File: src/rtl/sel_debouncer_if.sv
// Button-side signal bundle for sel_debouncer: raw button and clear in,
// debounced select level and event pulses out.
interface sel_debouncer_if;
  logic btn_i;
  logic clr_i;
  logic sel_o;
  logic press_o;
  logic release_o;
  logic long_o;

  modport master (
    output btn_i,
    output clr_i,
    input  sel_o,
    input  press_o,
    input  release_o,
    input  long_o
  );

  modport slave (
    input  btn_i,
    input  clr_i,
    output sel_o,
    output press_o,
    output release_o,
    output long_o
  );
endinterface

File: src/rtl/sel_debouncer.sv
// Push-button conditioner: 2-flop synchronizer, debounce FSM, toggle level and
// press/release pulses. Long-press detection is built when SEL_DEBOUNCER_LONG_PRESS_EN is defined.
module sel_debouncer #(
  parameter int DEBOUNCE_CYCLES = 16,
  parameter int LONG_CYCLES     = 64
) (
  input  logic              clk,
  input  logic              rst_n,
  sel_debouncer_if.slave    bus
);

  localparam int CNT_W = $clog2(LONG_CYCLES) + 1;
  localparam logic [CNT_W-1:0] DEB_MAX = CNT_W'(DEBOUNCE_CYCLES - 1);

  typedef enum logic [1:0] {
    ST_IDLE     = 2'd0,
    ST_DEB_HIGH = 2'd1,
    ST_HELD     = 2'd2,
    ST_DEB_LOW  = 2'd3
  } state_e;

  logic             sync1_q;
  logic             btn_s_q;
  state_e           state_q, state_d;
  logic [CNT_W-1:0] cnt_q, cnt_d;
  logic             sel_q, sel_d;
  logic             press_q, press_d;
  logic             release_q, release_d;
  logic             long_fire_s;

`ifdef SEL_DEBOUNCER_LONG_PRESS_EN
  localparam logic [CNT_W-1:0] LONG_MAX = CNT_W'(LONG_CYCLES - 1);
  localparam logic [CNT_W-1:0] LONG_PRE = CNT_W'(LONG_CYCLES - 2);
  logic [CNT_W-1:0] hold_q, hold_d;
  logic             long_q;
`endif

  // Synchronizer, FSM state, counters and registered outputs
  always_ff @(posedge clk or negedge rst_n) begin
    if (!rst_n) begin
      sync1_q   <= 1'b0;
      btn_s_q   <= 1'b0;
      state_q   <= ST_IDLE;
      cnt_q     <= '0;
      sel_q     <= 1'b0;
      press_q   <= 1'b0;
      release_q <= 1'b0;
`ifdef SEL_DEBOUNCER_LONG_PRESS_EN
      hold_q    <= '0;
      long_q    <= 1'b0;
`endif
    end else begin
      sync1_q   <= bus.btn_i;
      btn_s_q   <= sync1_q;
      state_q   <= state_d;
      cnt_q     <= cnt_d;
      sel_q     <= sel_d;
      press_q   <= press_d;
      release_q <= release_d;
`ifdef SEL_DEBOUNCER_LONG_PRESS_EN
      hold_q    <= hold_d;
      long_q    <= long_fire_s;
`endif
    end
  end

  // Next-state, counter and pulse decode
  always_comb begin
    state_d     = state_q;
    cnt_d       = cnt_q;
    press_d     = 1'b0;
    release_d   = 1'b0;
    long_fire_s = 1'b0;
`ifdef SEL_DEBOUNCER_LONG_PRESS_EN
    hold_d      = hold_q;
`endif
    case (state_q)
      ST_IDLE: begin
        if (btn_s_q) begin
          state_d = ST_DEB_HIGH;
          cnt_d   = '0;
        end else begin
          state_d = ST_IDLE;
        end
      end
      ST_DEB_HIGH: begin
        if (!btn_s_q) begin
          state_d = ST_IDLE;
        end else if (cnt_q == DEB_MAX) begin
          state_d = ST_HELD;
          press_d = 1'b1;
`ifdef SEL_DEBOUNCER_LONG_PRESS_EN
          hold_d  = '0;
`endif
        end else begin
          cnt_d = cnt_q + {{(CNT_W-1){1'b0}}, 1'b1};
        end
      end
      ST_HELD: begin
        if (!btn_s_q) begin
          state_d = ST_DEB_LOW;
          cnt_d   = '0;
        end else begin
          state_d = ST_HELD;
`ifdef SEL_DEBOUNCER_LONG_PRESS_EN
          // Saturation stops the count, so the pulse can fire only once per press
          if (hold_q != LONG_MAX) begin
            hold_d      = hold_q + {{(CNT_W-1){1'b0}}, 1'b1};
            long_fire_s = (hold_q == LONG_PRE);
          end else begin
            hold_d = hold_q;
          end
`endif
        end
      end
      ST_DEB_LOW: begin
        if (btn_s_q) begin
          state_d = ST_HELD;
        end else if (cnt_q == DEB_MAX) begin
          state_d   = ST_IDLE;
          release_d = 1'b1;
        end else begin
          cnt_d = cnt_q + {{(CNT_W-1){1'b0}}, 1'b1};
        end
      end
      default: begin
        state_d = ST_IDLE;
        cnt_d   = '0;
      end
    endcase
  end

  // Select level: clear and long press both beat a same-cycle toggle
  always_comb begin
    sel_d = sel_q;
    if (bus.clr_i) begin
      sel_d = 1'b0;
    end else if (long_fire_s) begin
      sel_d = 1'b0;
    end else if (press_d) begin
      sel_d = ~sel_q;
    end else begin
      sel_d = sel_q;
    end
  end

  assign bus.sel_o     = sel_q;
  assign bus.press_o   = press_q;
  assign bus.release_o = release_q;
`ifdef SEL_DEBOUNCER_LONG_PRESS_EN
  assign bus.long_o    = long_q;
`else
  assign bus.long_o    = 1'b0;
`endif

endmodule
File: src/flat_wrapper.sv
// flat-port wrapper written by rule: the top's interface ports become plain ports
module sel_debouncer_flat 
#(
  parameter int DEBOUNCE_CYCLES = 16,
  parameter int LONG_CYCLES     = 64
)
  (clk, rst_n, bus_btn_i, bus_clr_i, bus_sel_o, bus_press_o, bus_release_o, bus_long_o);
  sel_debouncer_if bus_i ();
  input  logic clk;
  input  logic rst_n;
  input wire logic [$bits(bus_i.btn_i)-1:0] bus_btn_i;
  input wire logic [$bits(bus_i.clr_i)-1:0] bus_clr_i;
  output wire logic [$bits(bus_i.sel_o)-1:0] bus_sel_o;
  output wire logic [$bits(bus_i.press_o)-1:0] bus_press_o;
  output wire logic [$bits(bus_i.release_o)-1:0] bus_release_o;
  output wire logic [$bits(bus_i.long_o)-1:0] bus_long_o;
  assign bus_i.btn_i = bus_btn_i;
  assign bus_i.clr_i = bus_clr_i;
  assign bus_sel_o = bus_i.sel_o;
  assign bus_press_o = bus_i.press_o;
  assign bus_release_o = bus_i.release_o;
  assign bus_long_o = bus_i.long_o;
  sel_debouncer #(.DEBOUNCE_CYCLES(DEBOUNCE_CYCLES), .LONG_CYCLES(LONG_CYCLES)) u_core (.clk(clk), .rst_n(rst_n), .bus(bus_i));
endmodule
File: config.mk
export PLATFORM = sky130hd
export DESIGN_NAME = sel_debouncer_flat
export DESIGN_NICKNAME = d
export VERILOG_FILES = /design/src/rtl/sel_debouncer_if.sv /design/src/rtl/sel_debouncer.sv /design/src/flat_wrapper.sv
export SDC_FILE = /design/constraint.sdc
export NUM_CORES = 1
export LEC_CHECK = 0
export ABC_CLOCK_PERIOD_IN_PS = 2080
export BUFFER_PORTS_ARGS = -buffer_cell sky130_fd_sc_hd__buf_4
export CORE_ASPECT_RATIO = 1.1
export CORE_MARGIN = 4
export CORE_UTILIZATION = 31
export CTS_CLUSTER_SIZE = 10
export DETAILED_ROUTE_END_ITERATION = 10
export SETUP_SLACK_MARGIN = 0.2
export SYNTH_ARGS = -nofsm -noshare
export SYNTH_HDL_FRONTEND = slang
export SYNTH_SLANG_ARGS = --single-unit
export TNS_END_PERCENT = 50
File: constraint.sdc
create_clock -name clk -period 2.08 [get_ports clk]
set_clock_uncertainty 0.2 [all_clocks]
set_input_delay 0.104 -clock clk [delete_from_list [all_inputs] [get_ports clk]]
set_output_delay 0.104 -clock clk [all_outputs]
set_load 0.005 [all_outputs]
==> out/qor.yml, run 1 <==
outcome: "finished, violations left"
violations: "negative hold slack"
hold_viol: 6
seqPwrFrac_pct: 55.2
clock-sinks: 14
syn-num-nets: 72
multi_input_area_um2: 340
grt_max_degree: 15
syn_inst: 67
end_kind: "register"
fillCellCount: 217
cts_tree: "yes"
seq_area_um2: 352
arrival_ns: 1.72
core_area_um2: 2230
powerDensity_nw_per_um2: 624
postRouteAntennaNets: 0
maxClockFrequency_mhz: 572
die_h_um: 58.6
switchingPower_uw: 129
post-route-cell-area_um2: 867
areaGrowthSynthToFinish_pct: 20.3
path_delay_family: "simple AND/OR/NAND/NOR gates"
first_global_vias: 553
netSwitchingFraction_pct: 23.9
cp_max_fo: 5
cp-start-kind: "register"
cts_buffer_depth: 2
yosysUniqueCellTypes: 34
wl_um: 1310
clockRootBuffer: "clkbuf_4"
io-pin-count: 8
syn_area_um2: 721
via_per_inst: 5.09
htreeDepth: 1
seq_area_frac_synth_pct: 48.6
drive_gt1_share_pct: 26.6
final.setup.tns_ns: 0
overflow: 0
ys_ff_latch: 14
rsz0062_at_grt: "false"
die-area_um2: 3160
pwr-share-clk_pct: 36.6
numPortBuffers: 6
place_area_um2: 791
wl_per_cell_um: 12.0
path_clk_slew_ns: 0.09
max_stage_delay_ns: 0.41
num_antenna_cells: 0
syn-mean-instance-area_um2: 10.8
crit_required_ns: 2.05
initial_utilization_pct: 32.3
place_hpwl_um: 933
cp_slowest_cell: "dfrtp_1"
max_cap_viol_count: 0
power_frac_comb_pct: 8.2
min_period_over_period_pct: 84.0
p_leak_nw: 0.386
dieWidth_um: 54.0
clk_latency_ns: 0.29
final_util_pct: 38.9
crit_buf_inv: 0
slew_viol_final: 0
fin_nets: 85
drc: 0
min_path_type: "in -> async"
critPathKind: "reg -> reg"
first_pass_iters: 4
min_period_ns: 1.75
globalplace.congestion: 0.864
whs_ns: -0.00670
cp_cell_sequence: "ha_1 > and4b_2 > and4_4 > mux2_4"
cts_buffers: 3
grt_pass1_wl_um: 2280
rows: 18
ir_drop_v: 0.000435
finalSetupViolations: 0
drt-initial-drc-count: 12
grt_antenna_before_repair: 0
track_usage_pct: 9.85
num_vias: 555
internal-power_uw: 412
yosysWarnings: 0
## worst paths after layout
check,startpoint,cells past startpoint,end,slack (ns)
worst max-delay path,u_core.cnt_q[1],4,u_core.bus.sel_o,0.33
worst min-delay path,rst_n,2,u_core.state_q[0],-0.007
worst max register to register,u_core.cnt_q[1],4,u_core.bus.sel_o,0.33
worst min register to register,u_core.sync1_q,0,u_core.btn_s_q,0.15
max in group asynchronous,rst_n,2,u_core.cnt_q[0],1.51
min in group clk,u_core.sync1_q,0,u_core.btn_s_q,0.15
## per-stage QoR
step	instances	total power [mW]	hold WS [ns]	worst slack, ns
after floorplan	67	0.327	-0.392	0.362
after global placement	101	0.342	-0.238	0.297
after detailed placement	101	0.344	-0.236	0.247
after CTS	108	0.546	0.00964	0.213
after global routing	109	0.574	0.0115	0.254
final	109	0.541	-0.00670	0.332
## layout make-up
class	count	area share, %
Sequential cell	14	40.5
Multi-Input combinational cell	48	39.2
Timing Repair Buffer	12	11.3
Tap cell	30	4.33
Clock buffer	4	4.18
Inverter	1	0.433
## cells in the mapped netlist (all sizes together)
master  count  share of area (%)
and2        1                1.2
buf         3                3.3
nand2b      2                1.7
a221o       1                1.4
clkbuf      1               0.52
mux2        2                3.6
nand3       2                1.4
xnor2       1                1.2
and3        2                1.7
conb        1               0.52
o311ai      2                4.5
or4         1                1.0
nor3        2                1.4
nor3b       3                3.1
a31oi       1               0.87
nor2        3                1.6
dfrtp      14                 49
ha          1                1.7
a41oi       1                1.2
o22ai       1               0.87
inv         1               0.52
nand4       3                2.6
and4        1                1.6
a31o        1                1.2
a211oi      2                2.1
nor2b       2                1.7
xor2        1                1.2
and4b       1                1.4
o211ai      1                1.0
a21oi       2                1.4
nand2       7                3.6
## power by group through the flow
| stage | clock network, mW | registers, mW | logic (mW) |
|---|---|---|---|
| 2_1_floorplan | 0 | 0.298 | 0.0293 |
| 3_3_place_gp | 0 | 0.302 | 0.0403 |
| 3_5_place_dp | 0 | 0.303 | 0.0411 |
| 4_1_cts | 0.203 | 0.298 | 0.0458 |
| 5_1_grt | 0.221 | 0.301 | 0.0512 |
| 6_report | 0.198 | 0.298 | 0.0445 |
## layout by cell type (no fill, tap or decap), types with 2 or more instances in the layout
master and n:
dfrtp_1 13, o311ai_2 2, nand4_1 3, nor3b_1 3, a211oi_1 2, nor3_1 2, buf_4 9, nand3_1 2
nand2_1 7, and3_1 2, clkbuf_4 3, dlygate4sd3_1 3, nor2b_1 2, a21oi_1 2, nand2b_1 2, nor2_1 3
## cell families (layout without fill, tap and decap cells)
kind of cell / count (synthesis) / count (layout) / synth area share (%)
simple gates: 30 / 30 / 24.1
flops: 14 / 14 / 48.6
compound gates: 12 / 12 / 14.6
buf+inv: 5 / 17 / 4.34
xor+xnor: 2 / 2 / 2.43
mux: 2 / 2 / 3.65
fa+ha+maj: 1 / 1 / 1.74
other cells: 1 / 1 / 0.520
## sequential cells by signal, summed over array words and instances (netlist names), named ones only
name,cells
u_core.bus.press_o,1
u_core.bus.release_o,1
u_core.bus.sel_o,1
u_core.sync1_q,1
u_core.btn_s_q,1
u_core.cnt_q,7
u_core.state_q,1
## repair_timing
action                                  CTS  global route
endpoints found under the setup margin    0             2
hold buffers                              3             0
gates resized for setup                   0             2
buffers inserted                          0             1
hold endpoints to repair                 16             0
## routing by layer
metal / part of all wire (%) / up-vias / GRT usage [%]
met1: 45 / 267 / 12.3
met4: 2.5 / 0 / 4.98
li1: - / 271 / -
met3: 2.6 / 5 / 3.04
met2: 50 / 12 / 15.2
met5: 0 / - / 0
No activity file was read; power rests on OpenSTA's default activity.
==> run 2, diff against run 1 <==
- ABC_CLOCK_PERIOD_IN_PS: 2080 -> 1400
- clock period: 2.08 -> 1.4 ns (I/O delays scaled with it)
==> out/qor.yml, run 2 (synthesis gave the netlist of run 1 again) <==
outcome: "finished, violations left"
violations: "negative setup slack"
drc: 0
min_period_over_period_pct: 118
final_util_pct: 48.7
clk_latency_ns: 0.28
min_period_ns: 1.66
rsz0062_at_grt: "true"
die_h_um: 58.6
first_pass_iters: 4
num_antenna_cells: 0
arrival_ns: 1.62
cts_buffer_depth: 2
first_global_vias: 616
track_usage_pct: 11.1
initial_utilization_pct: 32.3
grt_pass1_wl_um: 2640
maxClockFrequency_mhz: 603
place_ws_ns: -0.293
critPathKind: "reg -> reg"
grt_max_degree: 15
layout_setup_ws_ns: -0.257
overflow: 0
via_per_inst: 4.93
rows: 18
die-area_um2: 3160
clock-sinks: 14
cp_max_fo: 3
globalplace.congestion: 0.907
hold_viol: 0
drive_gt1_share_pct: 48.0
min_path_type: "reg -> reg"
place_hpwl_um: 1120
final_common_cell: "buf_4"
seq_area_um2: 350
powerDensity_nw_per_um2: 787
multi_input_area_um2: 395
layout_common_cells: "28 x buf_4, 14 x dfrtp_1, 7 x nand2_1, 4 x dlygate4sd3_1"
wl_um: 1670
wl_per_cell_um: 12.8
max_cap_viol_count: 0
path_clk_slew_ns: 0.09
io-pin-count: 8
cp-start-kind: "register"
p_leak_nw: 0.506
regMostFlops: "u_core.cnt_q"
ir_drop_v: 0.000539
fin_nets: 106
post-route-cell-area_um2: 1080
postRouteAntennaNets: 0
num_vias: 641
htreeDepth: 1
cts_tree: "yes"
finalSetupViolations: 11
clockRootBuffer: "clkbuf_4"
slew_viol_final: 0
dieWidth_um: 54.0
fillCellCount: 205
core_area_um2: 2230
areaGrowthSynthToFinish_pct: 50.5
numPortBuffers: 6
largest_reg_flops: 7
place_area_um2: 921
grt_antenna_before_repair: 0
crit_required_ns: 1.36
cts_buffers: 3
drt-initial-drc-count: 6
end_kind: "register"
## run 2: layout make-up
cell class / instances / share of cell area, %
clock buffers: 4 / 3.34
inverters: 1 / 0.346
multi-input cells: 48 / 36.4
flip-flops and latches: 14 / 32.3
well taps: 30 / 3.46
repair buffers: 33 / 24.1
## run 2: timing repair
action                                  4_1_cts  5_1_grt
pin swaps                                     3        7
endpoints found under the setup margin       12       12
hold buffers                                  4        0
hold endpoints to repair                     16        0
resized for setup                             3        8
buffers inserted                              2        2
## run 2: worst paths after layout
| kind | from | end | slack [ns] | depth (start not counted) |
|---|---|---|---|---|
| setup / recovery | u_core.cnt_q[0] | u_core.bus.sel_o | -0.26 | 4 |
| max in group asynchronous | rst_n | u_core.bus.release_o | 0.32 | 3 |
| min in group asynchronous | rst_n | u_core.state_q[0] | 0.51 | 3 |
| hold / removal | u_core.sync1_q | u_core.btn_s_q | 0.16 | 0 |
| hold reg to reg | u_core.sync1_q | u_core.btn_s_q | 0.16 | 0 |
| setup reg to reg | u_core.cnt_q[0] | u_core.bus.sel_o | -0.26 | 4 |
## run 2: worst max-delay path, cell delays in order, from the launching register on
cell and delay, ns:
dfrtp_1 0.38, ha_2 0.19, and4b_2 0.25, and4_4 0.23
mux2_4 0.29
## run 2: power breakdown
group | leakage, nW | total (mW) | internal, mW | switching, mW
clock | 0.0210 | 0.287 | 0.158 | 0.129
combinational | 0.298 | 0.135 | 0.0752 | 0.0594
sequential | 0.186 | 0.432 | 0.420 | 0.0126
## run 2: routing by layer
layer	track usage, %	wire length, µm
met1	15.1	694
met4	3.20	23
met2	17.6	886
met5	0	0
met3	2.28	63
## run 2: through the flow
| stage | cells | total power [mW] | TNS (ns) | hold WS, ns |
|---|---|---|---|---|
| CTS | 128 | 0.851 | -1.57 | 0.162 |
| global route | 130 | 0.908 | -2.15 | 0.177 |
| detailed placement | 118 | 0.537 | -2.14 | -0.273 |
| finish | 130 | 0.854 | -1.76 | 0.158 |
| global placement | 118 | 0.535 | -1.83 | -0.269 |
| floorplan | 67 | 0.488 | -1.27 | -0.426 |
